## src/rtl/fsk_pkg.sv

```systemverilog
// Shared widths and FSM state encoding for the FSK receive path.
// Widths are sized so the per-bit integrator cannot overflow for any legal sps.
package fsk_pkg;
  localparam int DW    = 12;
  localparam int SPSW  = 16;
  localparam int PW    = 2 * DW;
  localparam int DISCW = 2 * DW + 1;
  localparam int ACCW  = DW * 2 + 1 + SPSW;

  typedef enum logic [1:0] {
    IDLE  = 2'd0,
    HUNT  = 2'd1,
    TRACK = 2'd2
  } state_t;
endpackage

```

## src/rtl/fsk_discriminator.sv

```systemverilog
// Phase-rotation discriminator d = I[n-1]*Q[n] - Q[n-1]*I[n]; two-stage pipe.
// Latency 2 clocks from a qualified sample to d_valid; idle cycles pass through as bubbles.
module fsk_discriminator
  import fsk_pkg::*;
(
  input  logic                    clk,
  input  logic                    rst_n,
  input  logic signed [DW-1:0]    i_in,
  input  logic signed [DW-1:0]    q_in,
  input  logic                    in_valid,
  output logic signed [DISCW-1:0] d,
  output logic                    d_valid
);
  logic signed [DW-1:0]    prev_i;
  logic signed [DW-1:0]    prev_q;
  logic                    have_prev;
  logic signed [PW-1:0]    p_a;
  logic signed [PW-1:0]    p_b;
  logic                    s1_vld;
  logic signed [DISCW-1:0] diff;

  always_comb begin
    diff = {p_a[PW-1], p_a} - {p_b[PW-1], p_b};
  end

  // The very first sample after reset has no predecessor, so it never reaches stage 1.
  always_ff @(posedge clk or negedge rst_n) begin
    if (!rst_n) begin
      prev_i    <= '0;
      prev_q    <= '0;
      have_prev <= 1'b0;
      p_a       <= '0;
      p_b       <= '0;
      s1_vld    <= 1'b0;
      d         <= '0;
      d_valid   <= 1'b0;
    end else begin
      s1_vld  <= in_valid & have_prev;
      d_valid <= s1_vld;
      if (in_valid) begin
        prev_i    <= i_in;
        prev_q    <= q_in;
        have_prev <= 1'b1;
        p_a       <= prev_i * q_in;
        p_b       <= prev_q * i_in;
      end
      if (s1_vld) begin
        d <= diff;
      end
    end
  end
endmodule

```

## src/rtl/synchronizer.sv

```systemverilog
// Two-flop synchronizer for quasi-static configuration words.
// Latency two clocks; no handshake, the source must hold the value steady.
module synchronizer #(
  parameter int WIDTH = 1
) (
  input  logic             clk,
  input  logic             rst_n,
  input  logic [WIDTH-1:0] d,
  output logic [WIDTH-1:0] q
);
  logic [WIDTH-1:0] meta;

  always_ff @(posedge clk or negedge rst_n) begin
    if (!rst_n) begin
      meta <= '0;
      q    <= '0;
    end else begin
      meta <= d;
      q    <= meta;
    end
  end
endmodule

```

## src/rtl/fsk_demodulator.sv

```systemverilog
// Non-coherent FSK bit recovery: discriminator, bit timing and integrate-and-dump per bit.
// Last sample of a bit to bit_valid is 3 clocks; no output backpressure, in_valid gaps only stall.
module fsk_demodulator
  import fsk_pkg::*;
(
  input  logic                 bb_clk,
  input  logic                 rst_n,
  input  logic signed [DW-1:0] i_in,
  input  logic signed [DW-1:0] q_in,
  input  logic                 in_valid,
  input  logic [SPSW-1:0]      sps,
  input  logic                 invert,
  output logic                 bit_out,
  output logic                 bit_valid,
  output logic                 locked
);
  logic [SPSW-1:0]         sps_s;
  logic [SPSW-1:0]         sps_q;
  logic signed [DISCW-1:0] d;
  logic                    d_valid;

  state_t                  state, state_n;
  logic [SPSW-1:0]         cnt, cnt_n;
  logic signed [ACCW-1:0]  acc, acc_n;
  logic                    corr_done, corr_n;
  logic                    prev_sgn;
  logic                    dump;

  logic                    sps_bad;
  logic                    trans;
  logic signed [ACCW-1:0]  d_ext;
  logic signed [ACCW-1:0]  acc_sum;
  logic [SPSW-1:0]         sps_m1;
  logic [SPSW-1:0]         quarter;
  logic [SPSW+1:0]         sps3;
  logic [SPSW-1:0]         three_q;
  logic                    late;
  logic                    early;
  logic [SPSW-1:0]         slot;

  synchronizer #(.WIDTH(SPSW)) u_sps_sync (
    .clk   (bb_clk),
    .rst_n (rst_n),
    .d     (sps),
    .q     (sps_s)
  );

  fsk_discriminator u_disc (
    .clk      (bb_clk),
    .rst_n    (rst_n),
    .i_in     (i_in),
    .q_in     (q_in),
    .in_valid (in_valid),
    .d        (d),
    .d_valid  (d_valid)
  );

  assign locked = (state == TRACK);

  always_comb begin
    sps_bad = (sps_s != sps_q) || (sps_s < SPSW'(2));
    trans   = d_valid && (d[DISCW-1] != prev_sgn) && (d != '0);
    d_ext   = {{(ACCW-DISCW){d[DISCW-1]}}, d};
    acc_sum = acc + d_ext;
    sps_m1  = sps_s - SPSW'(1);
    quarter = sps_s >> 2;
    sps3    = {2'b00, sps_s} + {1'b0, sps_s, 1'b0};
    three_q = sps3[SPSW+1:2];
    late    = trans && !corr_done && (cnt != '0) && (cnt < quarter);
    early   = trans && !corr_done && (cnt > three_q) && (cnt < sps_m1);
    // cnt is the slot of the incoming sample; an early edge makes this sample fill two slots.
    slot    = early ? cnt + SPSW'(1) : cnt;
  end

  always_comb begin
    state_n = state;
    cnt_n   = cnt;
    acc_n   = acc;
    corr_n  = corr_done;
    dump    = 1'b0;
    case (state)
      IDLE: begin
        if (!sps_bad) state_n = HUNT;
      end
      HUNT: begin
        if (trans) begin
          state_n = TRACK;
          acc_n   = d_ext;
          cnt_n   = SPSW'(1);
          corr_n  = 1'b0;
        end
      end
      TRACK: begin
        if (d_valid) begin
          acc_n = acc_sum;
          if (late || early) corr_n = 1'b1;
          if (slot == sps_m1) begin
            dump   = 1'b1;
            acc_n  = '0;
            cnt_n  = '0;
            corr_n = 1'b0;
          end else if (late) begin
            cnt_n = cnt;
          end else begin
            cnt_n = slot + SPSW'(1);
          end
        end
      end
      default: state_n = IDLE;
    endcase
    // A config change abandons the partial bit, but a dump decided this cycle still goes out.
    if (state != IDLE && sps_bad) begin
      state_n = IDLE;
      acc_n   = '0;
      cnt_n   = '0;
      corr_n  = 1'b0;
    end
  end

  always_ff @(posedge bb_clk or negedge rst_n) begin
    if (!rst_n) begin
      state     <= IDLE;
      cnt       <= '0;
      acc       <= '0;
      corr_done <= 1'b0;
      prev_sgn  <= 1'b0;
      sps_q     <= '0;
      bit_out   <= 1'b0;
      bit_valid <= 1'b0;
    end else begin
      state     <= state_n;
      cnt       <= cnt_n;
      acc       <= acc_n;
      corr_done <= corr_n;
      sps_q     <= sps_s;
      bit_valid <= dump;
      if (d_valid) prev_sgn <= d[DISCW-1];
      if (dump) bit_out <= (~acc_sum[ACCW-1]) ^ invert;
    end
  end
endmodule
```

## config.mk

```make
export PLATFORM = sky130hd
export DESIGN_NAME = fsk_demodulator
export DESIGN_NICKNAME = d
export VERILOG_FILES = /design/src/rtl/fsk_pkg.sv /design/src/rtl/fsk_discriminator.sv /design/src/rtl/synchronizer.sv /design/src/rtl/fsk_demodulator.sv
export SDC_FILE = /design/constraint.sdc
export NUM_CORES = 1
export LEC_CHECK = 0
export CORE_ASPECT_RATIO = 0.75
export CORE_UTILIZATION = 45
export DETAILED_ROUTE_END_ITERATION = 16
export HOLD_SLACK_MARGIN = 0.06
export PLACE_DENSITY_LB_ADDON = 0.1
export SETUP_SLACK_MARGIN = 0.15
export SLEW_MARGIN = 20
export SYNTH_ARGS = -nofsm -noshare
export SYNTH_HDL_FRONTEND = slang
export SYNTH_SLANG_ARGS = --single-unit
```

## constraint.sdc

```tcl
create_clock -name bb_clk -period 16.3 [get_ports bb_clk]
set_clock_uncertainty 0.15 [all_clocks]
set_input_delay 2.445 -clock bb_clk [delete_from_list [all_inputs] [get_ports bb_clk]]
set_output_delay 2.445 -clock bb_clk [all_outputs]
set_load 0.01 [all_outputs]
```

==> flow_summary_export.csv, run 1 <==
group,metric,value,unit
yosys,synthesis.area,0.0250,mm2
finish,finish.utilization,0.493,
yosys,synth_seq_cells,211,
detailed_routing,drtAntennaViolNets,0,
setup_path,path_max_fanout,13,
hold_path,worstHoldPathType,"reg -> reg",
cts,clock_sinks,211,
place,dp.cells,3364,
floorplan,initial_core_util,0.457,
setup_path,crit_buf_inv,4,
pwr,p_leak,13.1,nW
yosys,post_synth_inst_count,2687,
global_route,grt_overflow,0,
timing,finalHoldViolations,0,
floorplan,fp.dieH,206,um
finish,synthToLayoutAreaGrowth,7.84,%
cts,clkTransAtPathRegs,0.06,ns
detailed_routing,vias,18700,
timing,fin_setup_tns,0,ns
global_route,grt_pass1_wl,106,mm
setup_path,crit_slowest_cell,"clkdlybuf4s50_1",
pwr,ir_worst_vdd,0.464,mV
run_status,status,"completed",
setup_path,crit_top_cell,"fa_1",
pwr,finalPower,6.06,mW
floorplan,rows,74,
finish,final_nets,3238,
yosys,ys.flop_type,"dfrtp_1",
detailed_routing,wl_per_cell,18.2,um
setup_path,reg2reg_slack,7.98,ns
cts,cts_root_buffer,"clkbuf_16",
timing,max-slew-margin-rel,0.382,
finish,final_area,0.0270,mm2
place,placed_area,0.0261,mm2
timing,drv_slew,0,
yosys,synth-seq-area-share,0.211,
cts,post_cts_buffers,0,
setup_path,cp.required,16.55,ns
detailed_routing,vias_per_cell,5.48,
timing,period_needed,8.53,ns
setup_path,cp-end-kind,"register",
finish,instances_no_fill,3411,
finish,drive_gt1_frac,0.0569,
setup_path,slowest_delay,0.90,ns
floorplan,io_pins,47,
yosys,syn-num-nets,3256,
detailed_routing,drt_first_pass_iters,5,
setup_path,crit_path_start_kind,"primary input",
place,port_buffers,46,
timing,tightest_slew,0.917,ns
yosys,ys_types,78,
timing,layout_worst_path_cycle_share,0.523,
flow_run,cap_viol_max_count,0,
detailed_routing,wirelength,62.1,mm
place,hpwl,48.3,mm
yosys,synth_async_sr_flop_share,1.00,
global_route,grt_pass1_vias,19500,
timing,rsz0062_at_grt,"no",
cts,insertion_delay,0.55,ns
yosys,synth_edf_count,0,
floorplan,fp.dieArea,0.0566,mm2
setup_path,path_delay_family,"adder cells",
detailed_routing,drc,0,
timing,setup_viol,0,
cts,cts.path.max_buffers,3,
cts,postCtsResizedCells,0,
pwr,powerDensity,225,mW/mm2
setup_path,critPathKind,"in -> reg",
cts,htree_levels,1,
detailed_routing,initialDrtViolationCount,1381,
cts,ctsHoldBuffers,0,
setup_path,cp_cell_sequence,"clkdlybuf4s50_1, nand2_1, fa_1, inv_1, ha_1, inv_1, fa_1, fa_1, fa_1, inv_1, ha_1, nor2b_1, o21ai_0, a21boi_0, o21ai_0, a21boi_0, o2111ai_1, a31oi_1, a41o_1, or4_1, a31oi_1, xnor2_1, mux2i_1",
timing,max_freq,0.117,GHz
yosys,ys.warnings.count,0,
floorplan,fp.dieW,274,um
global_route,grt_max_degree,88,
floorplan,core-area,0.0547,mm2
setup_path,cp.arrival,8.77,ns
yosys,synth.avg_cell_area,9.31,um2
cts,cts_made_buffers,25,
place,gp_congestion,0.885,
global_route,antenna_found_initial,0,
global_route,grt_usage,0.235,
cts,cts_tree,"done",
state kept, by name, indices dropped and copies added, names as in the netlist, 2 cells and up:
name,flops
u_disc.p_a,24
cnt,16
u_disc.prev_q,12
u_disc.d,25
acc,41
u_sps_sync.meta,16
sps_q,16
u_disc.prev_i,12
state,2
u_sps_sync.q,16
u_disc.p_b,24
per-layer routing:
metal  wire length (um)  global-route usage
met4                822              0.0381
met5                  0                   0
met1              31900               0.365
met2              26400               0.351
met3               3050              0.0302
power by group:
part           total, mW  internal, mW  switching, mW
sequential         0.768         0.659          0.109
combinational       4.68          2.09           2.59
clock              0.620         0.367          0.253
cells in the final DEF, fill, tap and decap left out, types with 49 or more instances in the layout:
| cell | count |
|---|---|
| inv_1 | 384 |
| nand2_1 | 307 |
| fa_1 | 279 |
| ha_1 | 246 |
| dfrtp_1 | 210 |
| xnor2_1 | 131 |
| and2_1 | 106 |
| a21oi_1 | 105 |
| o21ai_0 | 102 |
| nor2_1 | 74 |
| a21o_1 | 67 |
| mux2_2 | 66 |
| nand3_1 | 49 |
final timing paths:
check	start	endpoint	cells after the start
max	i_in[3]	u_disc.p_b[23]	23
min reg2reg	u_sps_sync.meta[13]	u_sps_sync.q[13]	0
min	u_sps_sync.meta[13]	u_sps_sync.q[13]	0
max in group asynchronous	rst_n	u_disc.s1_vld	2
min in group asynchronous	rst_n	u_sps_sync.q[12]	1
max reg2reg	u_sps_sync.q[2]	cnt[6]	27
Yosys cell counts, types with 42 or more instances:
cell type | instances | area share
xor2_1 | 42 | 0.015
o21ai_0 | 102 | 0.020
clkbuf_1 | 86 | 0.013
fa_1 | 279 | 0.22
a21oi_1 | 105 | 0.021
and2_1 | 106 | 0.027
dfrtp_1 | 211 | 0.21
nor2_1 | 74 | 0.011
ha_1 | 246 | 0.12
a21o_1 | 67 | 0.020
mux2_2 | 66 | 0.030
nand3_1 | 49 | 0.0098
xnor2_1 | 131 | 0.046
nand2_1 | 307 | 0.046
inv_1 | 384 | 0.058
metrics by stage:
step	hold slack (ns)	worst slack [ns]
5_1_grt	0.199	7.45
3_5_place_dp	0.186	7.28
3_3_place_gp	0.181	7.45
4_1_cts	0.202	7.86
6_report	0.199	7.77
2_1_floorplan	0.181	8.39
area by class of cell:
| class | count | area (um2) |
|---|---|---|
| diodes | 1 | 2.50 |
| clock inverters | 16 | 219 |
| clock buffers | 30 | 684 |
| flip-flops and latches | 211 | 5280 |
| multi-input cells | 1988 | 17900 |
| fillers | 5102 | 27700 |
| repair buffers | 58 | 557 |
| well taps | 722 | 903 |
| inverters | 385 | 1450 |
kinds of logic after synthesis:
family                   count (synthesis)  share of synthesized area
XOR/XNOR                               175                     0.0624
multiplexers                            80                     0.0353
adder cells (fa/ha/maj)                526                      0.347
flip-flops                             211                      0.211
AO/OA/AOI/OAI                          455                      0.120
buffers and inverters                  488                     0.0745
AND/OR/NAND/NOR                        752                      0.150
Power figures use the tool's default switching activity.
==> run 2: changes to the inputs <==
clock period = 7 ns   (was 16.3 ns; I/O delays follow)
==> run 2 against run 1 <==
Compared with the run above:
- routed wire length up 4.7%
- sequential cell count unchanged
- via count up 3.9%
- final cell count up 4.5%
- design area up 5.1%
- combinational power rose to 2.5 times the previous value
- highest routed layer unchanged
- setup slack worse by 7.3 ns
- largest cell class unchanged
- sequential power up 130%
==> flow_summary_export.csv, run 2 (synthesis results as in run 1) <==
group,metric,value,unit
place,placed_area,0.0272,mm2
floorplan,fp.dieArea,0.0566,mm2
timing,rsz0062_at_grt,"no",
cts,cts_root_buffer,"clkbuf_16",
finish,instances_no_fill,3565,
hold_path,min_from,"u_sps_sync.meta[10]",
global_route,grt_pass1_wl,108,mm
detailed_routing,wl_per_cell,18.2,um
setup_path,crit_path_start_kind,"primary input",
timing,setup_viol,0,
pwr,switching_share,0.471,
finish,largest_register_ffs,41,
pwr,p_leak,13.9,nW
pwr,p_comb_frac,0.787,
detailed_routing,drt_first_pass_iters,5,
timing,finalHoldViolations,0,
cts,ctsHoldBuffers,0,
run_status,status,"completed",
detailed_routing,vias_per_cell,5.44,
detailed_routing,drtAntennaViolNets,0,
finish,top_regs,"acc: 41 flops, u_disc.d: 25 flops",
finish,layout_common_cells,"inv_1, nand2_1, fa_1, ha_1, dfrtp_1",
global_route,antenna_found_initial,1,
timing,max-slew-margin-rel,0.238,
setup_path,cp.required,7.27,ns
timing,max_freq,0.152,GHz
floorplan,core-area,0.0547,mm2
pwr,finalPower,15.0,mW
cts,cts.path.max_buffers,3,
finish,final_area,0.0284,mm2
floorplan,fp.dieW,274,um
finish,final_nets,3392,
detailed_routing,wirelength,65.0,mm
global_route,grt_overflow,0,
place,dp.cells,3512,
setup_path,cp.arrival,6.83,ns
setup_path,path_max_fanout,2,
setup_path,cp-end-kind,"register",
cts,clock_sinks,211,
pwr,pwr-share-clk,0.096,
timing,drv_slew,0,
cts,cts_made_buffers,26,
cts,htree_levels,1,
place,gp_congestion,0.909,
detailed_routing,vias,19400,
timing,fin_setup_tns,0,ns
finish,synthToLayoutAreaGrowth,13.4,%
floorplan,fp.dieH,206,um
floorplan,initial_core_util,0.457,
timing,tightest_slew,1.13,ns
finish,top_register,"acc",
global_route,grt_max_degree,128,
pwr,powerDensity,530,mW/mm2
setup_path,startpoint,"i_in[0]",
cts,clkTransAtPathRegs,0.07,ns
pwr,ir_worst_vdd,0.626,mV
finish,layout_commonest_cell,"inv_1",
pwr,p_switching,7.08,mW
hold_path,worstHoldPathType,"reg -> reg",
finish,diodes,0,
finish,drive_gt1_frac,0.117,
flow_run,cap_viol_max_count,0,
timing,layout_worst_path_cycle_share,0.938,
setup_path,critPathKind,"in -> reg",
detailed_routing,initialDrtViolationCount,1155,
cts,insertion_delay,0.56,ns
place,hpwl,51.5,mm
cts,cts_tree,"done",
global_route,grt_usage,0.241,
pwr,power_frac_seq,0.118,
floorplan,io_pins,47,
floorplan,rows,74,
global_route,grt_pass1_vias,20200,
pwr,internal-power,7.96,mW
place,port_buffers,46,
timing,period_needed,6.57,ns
setup_path,timing.rr.start,"u_sps_sync.q[0]",
detailed_routing,drc,0,
## run 2: area by class of cell
cell class                 count  area, um2
clock buffer                  29        682
clock inverter                19        223
fill                        5036      26400
inverter                     385       1450
multi-input combinational   1988      18000
sequential                   211       5280
tap                          722        903
timing repair buffer         211       1780
## run 2: worst paths after layout
kind / end / slack [ns] / cells after the start
hold reg to reg: u_sps_sync.q[10] / 0.20 / 0
setup / recovery: u_disc.p_b[23] / 0.43 / 23
hold / removal: u_sps_sync.q[10] / 0.20 / 0
setup reg to reg: bit_out / 0.45 / 29
max in group asynchronous: u_disc.s1_vld / 5.19 / 2
min in group asynchronous: u_sps_sync.q[15] / 0.30 / 1
## run 2: worst max-delay path, stage by stage
cell and delay [ns]:
clkdlybuf4s50_1 0.51, nand2_1 0.09, fa_1 0.55, inv_1 0.05
ha_1 0.29, inv_1 0.06, fa_1 0.49, fa_1 0.50
fa_1 0.50, inv_1 0.04, ha_1 0.28, nor2b_1 0.14
o21ai_1 0.16, a21boi_0 0.14, o21ai_0 0.23, a21boi_0 0.17
o2111ai_2 0.29, a31oi_2 0.16, a41o_1 0.28, or4_1 0.44
a31oi_2 0.20, xnor2_1 0.14, mux2i_1 0.09
## run 2: stage by stage
| step | setup slack [ns] | utilization | hold slack, ns |
|---|---|---|---|
| floorplan | 0.482 | - | 0.181 |
| global placement | -0.141 | 0.498 | 0.183 |
| detailed placement | -0.221 | 0.498 | 0.185 |
| CTS | 0.151 | 0.515 | 0.199 |
| global route | 0.137 | 0.518 | 0.201 |
| finish | 0.433 | 0.518 | 0.198 |
## run 2: metal layers
| metal | GRT usage | vias to the layer above | part of all wire |
|---|---|---|---|
| met2 | 0.372 | 389 | 0.43 |
| met3 | 0.0288 | 62 | 0.047 |
| met4 | 0.0359 | 0 | 0.013 |
| met5 | 0 | - | 0 |
| met1 | 0.367 | 9808 | 0.51 |
| li1 | - | 9148 | - |
## run 2: repair_timing
| item | in CTS | in global routing |
|---|---|---|
| resized for setup | 4 | 41 |
| buffers inserted | 1 | 4 |
| endpoints found under the setup margin | 4 | 67 |
| pin swaps | 1 | 10 |
## run 2: power by group through the flow
| stage | clock, mW | sequential (mW) | combinational, mW |
|---|---|---|---|
| 2_1_floorplan | 0 | 1.69 | 8.28 |
| 3_3_place_gp | 0 | 1.79 | 11.5 |
| 3_5_place_dp | 0 | 1.79 | 11.6 |
| 4_1_cts | 1.48 | 1.77 | 11.7 |
| 5_1_grt | 1.53 | 1.80 | 13.4 |
| 6_report | 1.44 | 1.77 | 11.8 |
==> run 3: changes to the inputs <==
SLEW_MARGIN = not set   (was 20)
==> run 3 against run 2 <==
Compared with the run above:
- combinational power hardly changed
- sequential share of layout area is 0.054 points lower
- setup slack better by 0.014 ns
- sequential power hardly changed
- global-route usage is 0.16 points lower
- total power hardly changed
- clock power hardly changed
- non-clock buffer count is 5 higher
- critical endpoint is now u_disc.p_a[22]
- largest cell class unchanged
- largest power group unchanged
==> flow_summary_export.csv, run 3 (synthesis results as in run 1) <==
group,metric,value,unit
run_status,status,"completed",
timing,period_needed,6.55,ns
setup_path,crit_slowest_cell,"clkdlybuf4s50_1",
finish,layout_common_cells,"inv_1, nand2_1, fa_1, ha_1, dfrtp_1",
timing,rsz0062_at_grt,"no",
global_route,grt_pass1_wl,107,mm
setup_path,cp-end-kind,"register",
finish,final_area,0.0284,mm2
finish,layout_commonest_cell,"inv_1",
setup_path,slowest_delay,0.67,ns
finish,diodes,0,
detailed_routing,drc,0,
cts,cts_made_buffers,26,
place,dp.cells,3512,
floorplan,core-area,0.0547,mm2
floorplan,rows,74,
finish,finish.utilization,0.520,
timing,max-slew-margin-rel,0.210,
detailed_routing,drtAntennaViolNets,0,
cts,clock_sinks,211,
detailed_routing,vias,19400,
setup_path,worst-r2r-cell-count,31,
global_route,antenna_found_initial,1,
global_route,grt_use_met1,0.360,
finish,synthToLayoutAreaGrowth,13.7,%
finish,nFillCells,5066,
global_route,grt_pass1_vias,20200,
timing,max_freq,0.153,GHz
timing,setup_viol,0,
floorplan,initial_core_util,0.457,
setup_path,critPathKind,"in -> reg",
place,port_buffers,46,
setup_path,cp_cell_sequence,"clkdlybuf4s50_1, nand2_1, fa_1, inv_1, fa_1, fa_1, inv_1, fa_1, inv_1, fa_1, ha_1, and2_1, a31oi_1, o21ai_1, nor4_2, o31ai_1, or4_1, a31oi_1, xnor2_1, mux2_2",
timing,finalHoldViolations,0,
global_route,grt_max_degree,128,
timing,drv_slew,0,
cts,htree_levels,1,
place,gp_congestion,0.909,
detailed_routing,vias_per_cell,5.44,
global_route,met2_usage,0.366,
floorplan,fp.dieH,206,um
place,placed_area,0.0272,mm2
finish,drive_gt1_frac,0.118,
setup_path,cp.required,7.29,ns
detailed_routing,drt_first_pass_iters,6,
global_route,grt_overflow,0,
pwr,ir_worst_vdd,0.710,mV
flow_run,cap_viol_max_count,0,
floorplan,fp.dieW,274,um
cts,ctsHoldBuffers,0,
global_route,grt_usage,0.240,
finish,final_nets,3397,
floorplan,io_pins,47,
finish,top_regs,"acc: 41 flops, u_disc.d: 25 flops",
setup_path,path_max_fanout,6,
detailed_routing,wl_per_cell,18.2,um
global_route,met3_usage,0.0375,
setup_path,crit_path_start_kind,"primary input",
cts,clkTransAtPathRegs,0.05,ns
finish,largest_register_ffs,41,
global_route,top_usage_layer,"met2",
finish,top_register,"acc",
detailed_routing,initialDrtViolationCount,1042,
floorplan,fp.dieArea,0.0566,mm2
cts,cts_root_buffer,"clkbuf_16",
hold_path,hold_depth,0,
detailed_routing,wirelength,64.8,mm
timing,tightest_slew,1.18,ns
pwr,powerDensity,529,mW/mm2
pwr,p_leak,13.9,nW
finish,instances_no_fill,3570,
cts,cts_tree,"done",
setup_path,cp.arrival,6.84,ns
cts,cts.path.max_buffers,3,
timing,layout_worst_path_cycle_share,0.936,
hold_path,worstHoldPathType,"reg -> reg",
setup_path,crit_top_cell,"fa_1",
place,hpwl,51.5,mm
cts,insertion_delay,0.57,ns
run 3: area by class of cell:
cell class | instances | area (um2) | area share
clock buffers | 31 | 699 | 0.0246
clock inverters | 17 | 230 | 0.00810
inverters | 385 | 1450 | 0.0508
multi-input cells | 1988 | 18000 | 0.634
flip-flops and latches | 211 | 5280 | 0.186
well taps | 722 | 903 | 0.0318
repair buffers | 216 | 1860 | 0.0653
run 3: path summary, 6_finish.rpt:
kind	start	endpoint	slack [ns]
min in group asynchronous	rst_n	u_sps_sync.q[15]	0.31
setup reg to reg	u_sps_sync.q[1]	bit_out	0.51
hold / removal	u_sps_sync.meta[7]	u_sps_sync.q[7]	0.20
hold reg to reg	u_sps_sync.meta[7]	u_sps_sync.q[7]	0.20
max in group asynchronous	rst_n	u_disc.p_a[20]	5.25
setup / recovery	q_in[10]	u_disc.p_a[22]	0.45
run 3: repair_timing:
item	4_1_cts	5_1_grt
cloned	0	1
buffers inserted	2	7
endpoints found under the setup margin	18	65
pin swaps	2	17
resized for setup	5	36
run 3: where the power goes:
group	switching, mW	internal, mW	total (mW)
registers	0.233	1.54	1.77
logic	6.24	5.57	11.8
clock network	0.595	0.872	1.47
total	7.06	7.98	15.0
run 3: stage by stage:
stage	power, mW	hold slack (ns)	setup WS [ns]	TNS (ns)
after global routing	16.7	0.201	0.133	0
after CTS	15.0	0.199	0.140	0
final	15.0	0.197	0.446	0
after detailed placement	13.4	0.186	-0.224	-0.660
after floorplan	9.97	0.181	0.482	0
after global placement	13.3	0.183	-0.141	-0.330
run 3: critical path, delay by kind of cell:
| kind | cells | cell delay, ns |
|---|---|---|
| XOR/XNOR | 1 | 0.11 |
| AO/OA/AOI/OAI | 4 | 0.63 |
| adder cells (fa/ha/maj) | 6 | 2.85 |
| buffers and inverters | 4 | 0.83 |
| multiplexers | 1 | 0.28 |
| AND/OR/NAND/NOR | 4 | 1.09 |
run 3: metal layers:
metal,vias to the layer above,wire (um)
met3,57,3300
li1,9181,-
met4,0,894
met5,-,0
met1,9779,32900
met2,388,27800
